[config.mk]
export PLATFORM = sky130hd
export DESIGN_NAME = vga_capture_flat
export DESIGN_NICKNAME = d
export VERILOG_FILES = /design/src/rtl/vga_pkg.sv /design/src/rtl/vga_if.sv /design/src/rtl/vga_cell_sampler.sv /design/src/rtl/vga_capture.sv /design/src/flat_wrapper.sv
export SDC_FILE = /design/constraint.sdc
export NUM_CORES = 1
export LEC_CHECK = 0
export BUFFER_PORTS_ARGS = -buffer_cell sky130_fd_sc_hd__buf_2
export CORE_AREA = 4 4 137 113
export DETAILED_ROUTE_END_ITERATION = 10
export DIE_AREA = 0 0 141 117
export SETUP_SLACK_MARGIN = 0.1
export SKIP_CTS_REPAIR_TIMING = 1
export SLEW_MARGIN = 15
export SYNTH_ARGS = -nofsm -noshare
export SYNTH_HDL_FRONTEND = slang
export SYNTH_SLANG_ARGS = --single-unit
[constraint.sdc]
create_clock -name clk -period 4.9 [get_ports clk]
set_input_delay 0.735 -clock clk [delete_from_list [all_inputs] [get_ports clk]]
set_output_delay 0.735 -clock clk [all_outputs]
set_load 0.1 [all_outputs]
[src/rtl/vga_pkg.sv]
// vga_pkg: FSM states and video timing constants shared by the capture block and the timing generator
package vga_pkg;
  typedef enum logic [1:0] {SEEK, VBLANK, FRAME, DONE} state_t;
  localparam int HSIZE = 800;
  localparam int HFP = 40;
  localparam int HSP = 128;
  localparam int HMAX = 1056;
  localparam int VSIZE = 600;
  localparam int VFP = 1;
  localparam int VSP = 4;
  localparam int VMAX = 628;
  localparam int P_PARAM_N = 40;
  localparam int P_PARAM_M = 30;
endpackage

[src/rtl/vga_if.sv]
// vga_if: sync, enable and RGB signals between a video source and a video sink
interface vga_if;
  logic hsync;
  logic vsync;
  logic data_enable;
  logic [7:0] video_red;
  logic [7:0] video_green;
  logic [7:0] video_blue;
  modport source (output hsync, vsync, data_enable, video_red, video_green, video_blue);
  modport sink (input hsync, vsync, data_enable, video_red, video_green, video_blue);
endinterface

[src/rtl/vga_cell_sampler.sv]
// vga_cell_sampler: pixel/line/cell counters and the cell-centre sample strobe
module vga_cell_sampler #(
  parameter int WIDTH = 12,
  parameter int PIXIV = 20,
  parameter int NCOL = 40,
  parameter int NROW = 30
) (
  input  logic clk,
  input  logic rst,
  input  logic de,
  input  logic clr,
  output logic sample,
  output logic rise,
  output logic fall,
  output logic [WIDTH-1:0] px,
  output logic [WIDTH-1:0] line,
  output logic [WIDTH-1:0] col,
  output logic [WIDTH-1:0] row
);
  localparam logic [WIDTH-1:0] LAST = WIDTH'(PIXIV - 1);
  localparam logic [WIDTH-1:0] MID = WIDTH'(PIXIV / 2);
  localparam logic [WIDTH-1:0] NC = WIDTH'(NCOL);
  localparam logic [WIDTH-1:0] NR = WIDTH'(NROW);
  logic [WIDTH-1:0] colsub, rowsub;
  logic de_q;
  assign rise = de & ~de_q;
  assign fall = ~de & de_q;
  // col/row bounds keep over-long lines or frames from producing out-of-range writes
  assign sample = de && colsub == MID && rowsub == MID && col < NC && row < NR;
  always_ff @(posedge clk)
    if (rst) begin
      de_q <= 1'b0;
      px <= '0;
      colsub <= '0;
      col <= '0;
      line <= '0;
      rowsub <= '0;
      row <= '0;
    end else begin
      de_q <= de;
      px <= de ? px + WIDTH'(px != '1) : '0;
      colsub <= de && colsub != LAST ? colsub + 1'b1 : '0;
      col <= de ? col + WIDTH'(colsub == LAST && col != '1) : '0;
      if (clr) begin
        line <= '0;
        rowsub <= '0;
        row <= '0;
      end else if (fall) begin
        line <= line + WIDTH'(line != '1);
        rowsub <= rowsub == LAST ? '0 : rowsub + 1'b1;
        row <= row + WIDTH'(rowsub == LAST && row != '1);
      end
    end
endmodule

[src/rtl/vga_capture.sv]
// vga_capture: recovers cell coordinates from a VGA stream and emits one live/dead write per cell per frame
module vga_capture
  import vga_pkg::*;
#(
  parameter int WIDTH = 12,
  parameter int HSIZE = vga_pkg::HSIZE,
  parameter int VSIZE = vga_pkg::VSIZE,
  parameter int HSPP = 1,
  parameter int VSPP = 1,
  parameter int P_PARAM_N = vga_pkg::P_PARAM_N,
  parameter int P_PARAM_M = vga_pkg::P_PARAM_M
) (
  input  logic clk,
  input  logic rst,
  vga_if.sink vid,
  output logic wr_en,
  output logic [2*WIDTH-1:0] wr_addr,
  output logic wr_live,
  output logic frame_done,
  output logic locked,
  output logic err
);
  localparam int AW = 2 * WIDTH;
  localparam logic [WIDTH-1:0] HSZ = WIDTH'(HSIZE);
  localparam logic [WIDTH-1:0] VSZ = WIDTH'(VSIZE);
  state_t state, state_n;
  logic sample, rise, fall, clr, err_c, extra, frame_err, vs_act, hs_act;
  logic [WIDTH-1:0] px, line, col, row, line_n;
  vga_cell_sampler #(
    .WIDTH(WIDTH), .PIXIV(HSIZE / P_PARAM_N), .NCOL(P_PARAM_N), .NROW(P_PARAM_M)
  ) u_sampler (
    .clk, .rst, .de(vid.data_enable), .clr, .sample, .rise, .fall, .px, .line, .col, .row
  );
  assign vs_act = vid.vsync == 1'(VSPP);
  assign hs_act = vid.hsync == 1'(HSPP);
  // a line ending on this cycle is counted before the vsync rule is applied
  assign line_n = line + WIDTH'(fall);
  assign extra = rise && line == VSZ;
  always_ff @(posedge clk) state <= rst ? SEEK : state_n;
  always_comb begin
    state_n = state;
    err_c = hs_act && vid.data_enable;
    clr = 1'b0;
    case (state)
      SEEK: begin
        err_c |= extra;
        state_n = vs_act ? VBLANK : SEEK;
      end
      VBLANK: begin
        clr = !vs_act;
        state_n = vs_act ? VBLANK : FRAME;
      end
      FRAME: begin
        err_c |= fall && px != HSZ;
        if (extra) begin
          err_c = 1'b1;
          state_n = SEEK;
        end else if (line_n == VSZ) state_n = DONE;
        else if (vs_act) begin
          err_c = 1'b1;
          state_n = VBLANK;
        end
      end
      DONE: begin
        err_c |= extra;
        state_n = SEEK;
      end
    endcase
  end
  always_ff @(posedge clk)
    if (rst) begin
      wr_en <= 1'b0;
      wr_addr <= '0;
      wr_live <= 1'b0;
      frame_done <= 1'b0;
      locked <= 1'b0;
      err <= 1'b0;
      frame_err <= 1'b0;
    end else begin
      wr_en <= state == FRAME && sample;
      if (sample) begin
        wr_addr <= AW'(row) * AW'(P_PARAM_N) + AW'(col);
        wr_live <= |{vid.video_red, vid.video_green, vid.video_blue};
      end
      frame_done <= state == DONE;
      err <= err_c;
      frame_err <= !clr && (frame_err || err_c);
      locked <= !err_c && (locked || (state == DONE && !frame_err));
    end
endmodule

[src/flat_wrapper.sv]
// flat-port wrapper written by rule: the top's interface ports become plain ports
module vga_capture_flat import vga_pkg::*;
#(
  parameter int WIDTH = 12,
  parameter int HSIZE = vga_pkg::HSIZE,
  parameter int VSIZE = vga_pkg::VSIZE,
  parameter int HSPP = 1,
  parameter int VSPP = 1,
  parameter int P_PARAM_N = vga_pkg::P_PARAM_N,
  parameter int P_PARAM_M = vga_pkg::P_PARAM_M
)
  (clk, rst, wr_en, wr_addr, wr_live, frame_done, locked, err, vid_hsync, vid_vsync, vid_data_enable, vid_video_red, vid_video_green, vid_video_blue);
  vga_if vid_i ();
  input  logic clk;
  input  logic rst;
  output logic wr_en;
  output logic [2*WIDTH-1:0] wr_addr;
  output logic wr_live;
  output logic frame_done;
  output logic locked;
  output logic err;
  input wire logic [$bits(vid_i.hsync)-1:0] vid_hsync;
  input wire logic [$bits(vid_i.vsync)-1:0] vid_vsync;
  input wire logic [$bits(vid_i.data_enable)-1:0] vid_data_enable;
  input wire logic [$bits(vid_i.video_red)-1:0] vid_video_red;
  input wire logic [$bits(vid_i.video_green)-1:0] vid_video_green;
  input wire logic [$bits(vid_i.video_blue)-1:0] vid_video_blue;
  assign vid_i.hsync = vid_hsync;
  assign vid_i.vsync = vid_vsync;
  assign vid_i.data_enable = vid_data_enable;
  assign vid_i.video_red = vid_video_red;
  assign vid_i.video_green = vid_video_green;
  assign vid_i.video_blue = vid_video_blue;
  vga_capture #(.WIDTH(WIDTH), .HSIZE(HSIZE), .VSIZE(VSIZE), .HSPP(HSPP), .VSPP(VSPP), .P_PARAM_N(P_PARAM_N), .P_PARAM_M(P_PARAM_M)) u_core (.clk(clk), .rst(rst), .vid(vid_i), .wr_en(wr_en), .wr_addr(wr_addr), .wr_live(wr_live), .frame_done(frame_done), .locked(locked), .err(err));
endmodule
Word-level counts from Yosys, hierarchy flattened
Cells that the tools add are included.
{ "op_classes": {"n_addsub": 8, "mul": 1, "div": 0, "order_cmp": 2, "eq_ne": 16, "shifts": 0, "muxes": 12, "bitwise": 7, "reduce_logical": 26} }
{ "ops": {"columns": ["cell", "count"], "rows": [
  ["adder 12 x 1 -> 12 bit", 5],
  ["!= test 12 bit (second input constant)", 4],
  ["adder 12 x 1 -> 12 bit (second input constant)", 2],
  ["== test 12 x 10 -> 1 bit (second input constant)", 2],
  ["== test 12 x 4 -> 1 bit (second input constant)", 2],
  ["== test 12 x 5 -> 1 bit (second input constant)", 2],
  ["OR reduction 24 bit", 1],
  ["adder 18 x 12 -> 19 bit", 1],
  ["multiplier 12 x 3 -> 15 bit (second input constant)", 1],
  ["logical AND 1 bit", 14],
  ["less-than comparator 12 x 5 -> 1 bit (second input constant)", 1],
  ["less-than comparator 12 x 6 -> 1 bit (second input constant)", 1],
  ["two-way mux 12 bit", 1],
  ["!= test 12 x 10 -> 1 bit (second input constant)", 1],
  ["!= test 12 x 5 -> 1 bit (second input constant)", 1],
  ["two-way mux 2 bit", 4],
  ["case mux 2 bit (4 select lines)", 1],
  ["OR reduction 2 bit", 4],
  ["two-way mux 1 bit", 5],
  ["== test 2 bit (second input constant)", 2],
  ["zero test 1 bit", 4],
  ["!= test 4 x 2 -> 1 bit (second input constant)", 1],
  ["NOT 1 bit", 3],
  ["bitwise AND 1 bit", 2],
  ["5 further kinds", 7]
]} }
{ "totals": {"ff_bits": 105, "latchBits": 0, "ramBits": 0, "mem_bits_ro": 0, "inputBits": 29, "output_inout_bits": 29, "wordCells": 87, "memories": 0} }

Logic depth before layout (Yosys ltp)
{ "logic_depth": {"ltp_word": 10, "mapped_depth": 14, "mapped_depth_nobuf": 14} }

Hierarchy
From an unflattened synthesis, not the netlist that was laid out.
{ "unflattened": {"cells_unflattened": 676, "hier_area_um2": 5898.2} }
{ "by_module_without_submodules": {"columns": ["mod", "instances", "cells_each", "area_per_inst_um2", "seq_area_each_um2"], "rows": [
  ["vga_cell_sampler", 1, 380, 3418.3, 1461.4],
  ["vga_capture", 1, 296, 2479.9, 540.5]
]} }

Worst setup path after synthesis
No wires, ideal clock.
{ "synth_timing": {"path_type": "flip-flop to flip-flop", "start": "reg u_core.u_sampler.row[1]", "end": "reg u_core.wr_addr[16]", "setup_ns": 0.086, "t_arrival_ns": 3.349, "required_ns": 4.814, "setup_slack_ns": 1.465, "stages_incl_launch_ff": 15, "n_path_buf": 0, "synth_period_minus_slack_ns": 3.435, "cell_sequence": "dfxtp_1 > ha_1 > ha_1 > fa_1 > a211oi_1 > nor2_1 > nor2_1 > ha_1 > a21o_1 > a21o_1 > a41o_1 > and2_1 > and4bb_2 > xnor2_1 > a211oi_1"} }
{ "synth_via": {"elab_chain_cells": 2, "word_cells_on_any_way": 4, "cone_classes": "add/sub: 1; mul: 1; order compare: 1; reduce/logical: 1"} }
{ "synth_rtl": {"columns": ["item", "line", "rtl"], "rows": [
  ["from (decl)", "vga_cell_sampler.sv:18", "output logic [WIDTH-1:0] row"],
  ["from (signal assigned)", "vga_cell_sampler.sv:51", "row <= row + WIDTH'(rowsub == LAST && row != '1);"],
  ["multiplier 12 x 3 -> 15 bit or less-than comparator 12 x 5 -> 1 bit (tied branches)", "vga_capture.sv:82, vga_cell_sampler.sv:29", null],
  ["adder 18 x 12 -> 19 bit or logical AND 1 bit (tied branches)", "vga_capture.sv:82, vga_cell_sampler.sv:29", null],
  ["to (signal assigned)", "vga_capture.sv:82", "wr_addr <= AW'(row) * AW'(P_PARAM_N) + AW'(col);"],
  ["to (decl)", "vga_capture.sv:17", "output logic [2*WIDTH-1:0] wr_addr,"]
]} }
Several ways; a longest one is shown, not always the timed one.
A chain may end at the register's enable or synchronous reset.

Worst setup path in the final report
Ends and elaborated chain as after synthesis.

==> results.sh <==
export IMPL_critPathMostFrequentCell="ha_1"
export IMPL_numCtsBuffers=9
export IMPL_ctsHtreeMaxLevel=3
export IMPL_grt_use_total_pct=15.5
export IMPL_p_comb_share_pct=4.4
export IMPL_drt_wl_total_mm=12.1
export IMPL_seq_area_frac_synth_pct=36.0
export IMPL_whs_ns=0.449
export IMPL_reg2reg_depth=14
export IMPL_ys_flop_type="dfxtp_1"
export IMPL_maxCapViolations=0
export IMPL_switchingPower_uw=390
export IMPL_async_reset_ff_share_pct=0
export IMPL_tightestPinTransition_ns=0.809
export IMPL_path_cells="ha_1 > ha_1 > fa_1 > a211oi_1 > nor2_1 > nor2_1 > ha_1 > a21o_1 > a21o_1 > a41o_1 > and2_1 > and4bb_2 > xnor2_1 > a211oi_1"
export IMPL_layout_nets=793
export IMPL_vias=4753
export IMPL_gr_total_overflow=0
export IMPL_die_area_um2=16500
export IMPL_worst_slack_ns=1.04
export IMPL_busiest_layer="met2"
export IMPL_postSynthCellCount=665
export IMPL_peakVddDrop_mv=0.256
export IMPL_syn_to_final_growth_pct=13.1
export IMPL_p_per_area_nw_per_um2=253
export IMPL_leakagePower_nw=2.56
export IMPL_min_delay_worst_endpoint="u_core.wr_addr[7]$_SDFFE_PP0P_"
export IMPL_cp_top_family="adder cells"
export IMPL_cp_buffers_inverters=0
export IMPL_drc=0
export IMPL_fp_coreArea_um2=14100
export IMPL_rsz0062_at_grt="false"
export IMPL_clk_pin_slew_ns=0.07
export IMPL_avgViaCountPerCell=5.26
export IMPL_reg2reg_slack_ns=1.04
export IMPL_hpwl_mm=9.24
export IMPL_grt_antenna_before_repair=0
export IMPL_cts_tree="yes"
export IMPL_io_buffers=52
export IMPL_drtAntennaViolNets=0
export IMPL_clock_sinks=100
export IMPL_use_met3_pct=4.10
export IMPL_min_path_cells=2
export IMPL_start_util_pct=39.6
export IMPL_fill_cells=1407
export IMPL_drive_gt1_share_pct=10.7
export IMPL_fin_crit_sh_pct=78.7
export IMPL_worstReg2RegStart="u_core.u_sampler.row[1]$_SDFFE_PP0N_"
export IMPL_cts_buffer_depth=2
export IMPL_critPathRequiredTime_ns=5.16
export IMPL_firstDrtPassIters=5
export IMPL_seq_power_share_pct=51.6
export IMPL_die_h_um=117
export IMPL_clockRootBuffer="clkbuf_16"
export IMPL_cp_slowest_stage_delay_ns=0.45
export IMPL_pre_cts_slack_ns=1.09
export IMPL_ys_ff_latch=100
export IMPL_drt_initial_drc_count=394
export IMPL_grt_pass1_wl_mm=20.9
export IMPL_yosysUniqueCellTypes=52
export IMPL_fmax_mhz=259
export IMPL_arrival_ns=4.12
export IMPL_synth_edf_count=0
export IMPL_min_period_ns=3.86
export IMPL_gp_congestion=0.810
export IMPL_die_x_um=141
export IMPL_worstSetupPathType="reg -> reg"
export IMPL_clk_latency_ns=0.36
export IMPL_fin_cells=903
export IMPL_power_mw=1.59
export IMPL_grt_pass1_vias=4388
export IMPL_holdCritStartpoint="u_core.wr_addr[7]$_SDFFE_PP0P_"
export IMPL_grt_met1_usage_pct=20.8
export IMPL_clock_power_share_pct=44.0
export IMPL_grt_met2_usage_pct=24.6
export IMPL_finalSetupTns_ns=0
export IMPL_ios=58
export IMPL_switching_share_pct=24.4
export IMPL_path_max_fanout=7
export IMPL_setup_viol=0
export IMPL_status="completed"
export IMPL_cpMaxStageDelayCell="dfxtp_1"
export IMPL_num_antenna_cells=0
export IMPL_netlist_area_um2=5560
export IMPL_p_int_mw=1.20
export IMPL_critPathLaunchType="flop"
export IMPL_dp_cells=887
export IMPL_yosys_warnings=0
export IMPL_core_rowCount=39
export IMPL_synth_avg_cell_area_um2=8.36
export IMPL_max_slew_margin_pct=45.6
export IMPL_hold_path_class="reg -> reg"
export IMPL_grt_max_degree=30
export IMPL_end_kind="flop"
export IMPL_avgRoutedWirePerCell_um=13.4
export IMPL_hold_viol_final=0
export IMPL_slew_viol_final=0
export IMPL_skew_ns=0.00529
export IMPL_rr_endpoint="u_core.wr_addr[16]$_SDFFE_PP0P_"
-- through the flow --
| step | util (%) | cell area [um^2] |
|---|---|---|
| finish | 44.8 | 6290 |
| global route | 44.8 | 6290 |
| CTS | 44.8 | 6290 |
| detailed placement | 42.7 | 6000 |
| global placement | 42.7 | 6000 |
| floorplan | - | 5580 |
-- worst max path at each step --
stage                                         startpoint                               to  slack (ns)  cells after the start
finish              u_core.u_sampler.row[1]$_SDFFE_PP0N_  u_core.wr_addr[16]$_SDFFE_PP0P_        1.04                     14
CTS                 u_core.u_sampler.row[1]$_SDFFE_PP0N_  u_core.wr_addr[16]$_SDFFE_PP0P_        1.05                     14
global route        u_core.u_sampler.row[1]$_SDFFE_PP0N_  u_core.wr_addr[16]$_SDFFE_PP0P_        0.74                     14
floorplan           u_core.u_sampler.row[1]$_SDFFE_PP0N_  u_core.wr_addr[16]$_SDFFE_PP0P_        1.47                     14
detailed placement  u_core.u_sampler.row[1]$_SDFFE_PP0N_  u_core.wr_addr[16]$_SDFFE_PP0P_        1.09                     14
global placement    u_core.u_sampler.row[1]$_SDFFE_PP0N_  u_core.wr_addr[16]$_SDFFE_PP0P_        1.26                     14
-- final cells by class --
cell class | count | area [um^2] | share of cell area [%]
Clock buffer | 10 | 239 | 3.80
Multi-Input combinational cell | 531 | 3420 | 54.3
Clock inverter | 6 | 52.6 | 0.835
Timing Repair Buffer | 56 | 290 | 4.62
Sequential cell | 100 | 2000 | 31.8
Inverter | 16 | 60.1 | 0.955
Tap cell | 184 | 230 | 3.66
-- power by group through the flow --
stage	Sequential (mW)	Clock, mW	Combinational [mW]
3_3_place_gp	0.841	0	0.0690
4_1_cts	0.822	0.732	0.0707
2_1_floorplan	0.843	0	0.0487
3_5_place_dp	0.841	0	0.0706
5_1_grt	0.823	0.760	0.0776
6_report	0.822	0.702	0.0702
-- per-layer routing --
| metal | vias to the layer above | wire, um |
|---|---|---|
| li1 | 2426 | - |
| met1 | 2227 | 5950 |
| met2 | 89 | 5520 |
| met3 | 11 | 519 |
| met4 | 0 | 116 |
| met5 | - | 0 |
-- cell usage after synthesis, drive strengths merged, types with 2 or more instances --
library cell | n | area share, %
a211oi | 14 | 1.9
a21o | 6 | 0.81
a21oi | 32 | 2.9
a221oi | 2 | 0.32
a31oi | 4 | 0.45
and2 | 8 | 0.90
and3 | 10 | 1.1
and4 | 3 | 0.47
and4bb | 2 | 0.45
buf | 7 | 0.85
clkbuf | 15 | 1.0
dfxtp | 100 | 36
fa | 2 | 0.72
ha | 48 | 11
inv | 15 | 1.0
nand2 | 65 | 4.4
nand2b | 10 | 1.1
nand3 | 25 | 2.2
nand3b | 2 | 0.27
nand4 | 24 | 2.7
nor2 | 96 | 6.5
nor2b | 9 | 1.0
nor3 | 14 | 1.3
nor3b | 3 | 0.40
nor4 | 19 | 2.1
nor4b | 2 | 0.32
o211ai | 2 | 0.27
o21a | 6 | 0.81
o21ai | 24 | 2.2
o31ai | 2 | 0.27
or3 | 8 | 0.90
xnor2 | 22 | 3.5
xor2 | 48 | 7.6
-- worst register-to-register path, stage by stage, from the launching register on --
cell and delay, ns:
dfxtp_1 0.45, ha_1 0.28, ha_1 0.24, fa_1 0.44
a211oi_1 0.41, nor2_1 0.16, nor2_1 0.14, ha_1 0.29
a21o_1 0.20, a21o_1 0.17, a41o_1 0.21, and2_1 0.17
and4bb_2 0.24, xnor2_1 0.12, a211oi_1 0.25
-- cell families (layout without fill, tap and decap cells) --
| group | Yosys count | count (layout) | share of synthesized area, % |
|---|---|---|---|
| and+or+nand+nor | 304 | 304 | 26.9 |
| AOI/OAI and AO/OA | 101 | 101 | 11.4 |
| DFF | 100 | 100 | 36.0 |
| xor gates and xnor gates | 70 | 70 | 11.0 |
| adders and majority gates | 50 | 50 | 11.5 |
| buffers and inverters | 38 | 88 | 2.95 |
| other | 1 | 5 | 0.0674 |
| muxes | 1 | 1 | 0.180 |
-- sequential cells by signal, indices dropped and copies added (netlist names) --
name	cells
u_core.wr_addr	19
u_core.u_sampler.col	12
u_core.u_sampler.colsub	12
u_core.u_sampler.line	12
u_core.u_sampler.px	12
u_core.u_sampler.row	12
u_core.u_sampler.rowsub	12
u_core.state	2
u_core.err	1
u_core.frame_done	1
u_core.frame_err	1
u_core.locked	1
u_core.u_sampler.de_q	1
u_core.wr_en	1
u_core.wr_live	1
-- cell usage in the layout, fill, tap and decap left out, types with 4 or more instances in the layout --
cell       synthesis  routed
nand2b_1          10      10
nand4_1           24      24
ha_1              48      48
buf_2              2      52
nand2_1           65      65
xnor2_1           22      22
xor2_1            48      48
a21o_1             6       6
nor3_1            13      12
nor4_1            19      19
a21oi_1           32      32
or3_1              8       8
o21a_1             6       6
o21ai_0           24      24
inv_1             15      15
and2_1             8       8
nor2b_1            9       9
buf_4              5       4
dfxtp_1          100     100
nor2_1            96      96
a211oi_1          14      14
nand3_1           25      25
and3_1            10      10
conb_1             1       5
clkbuf_16          0       9
a31oi_1            4       4
(Power assumes the default switching activity.)
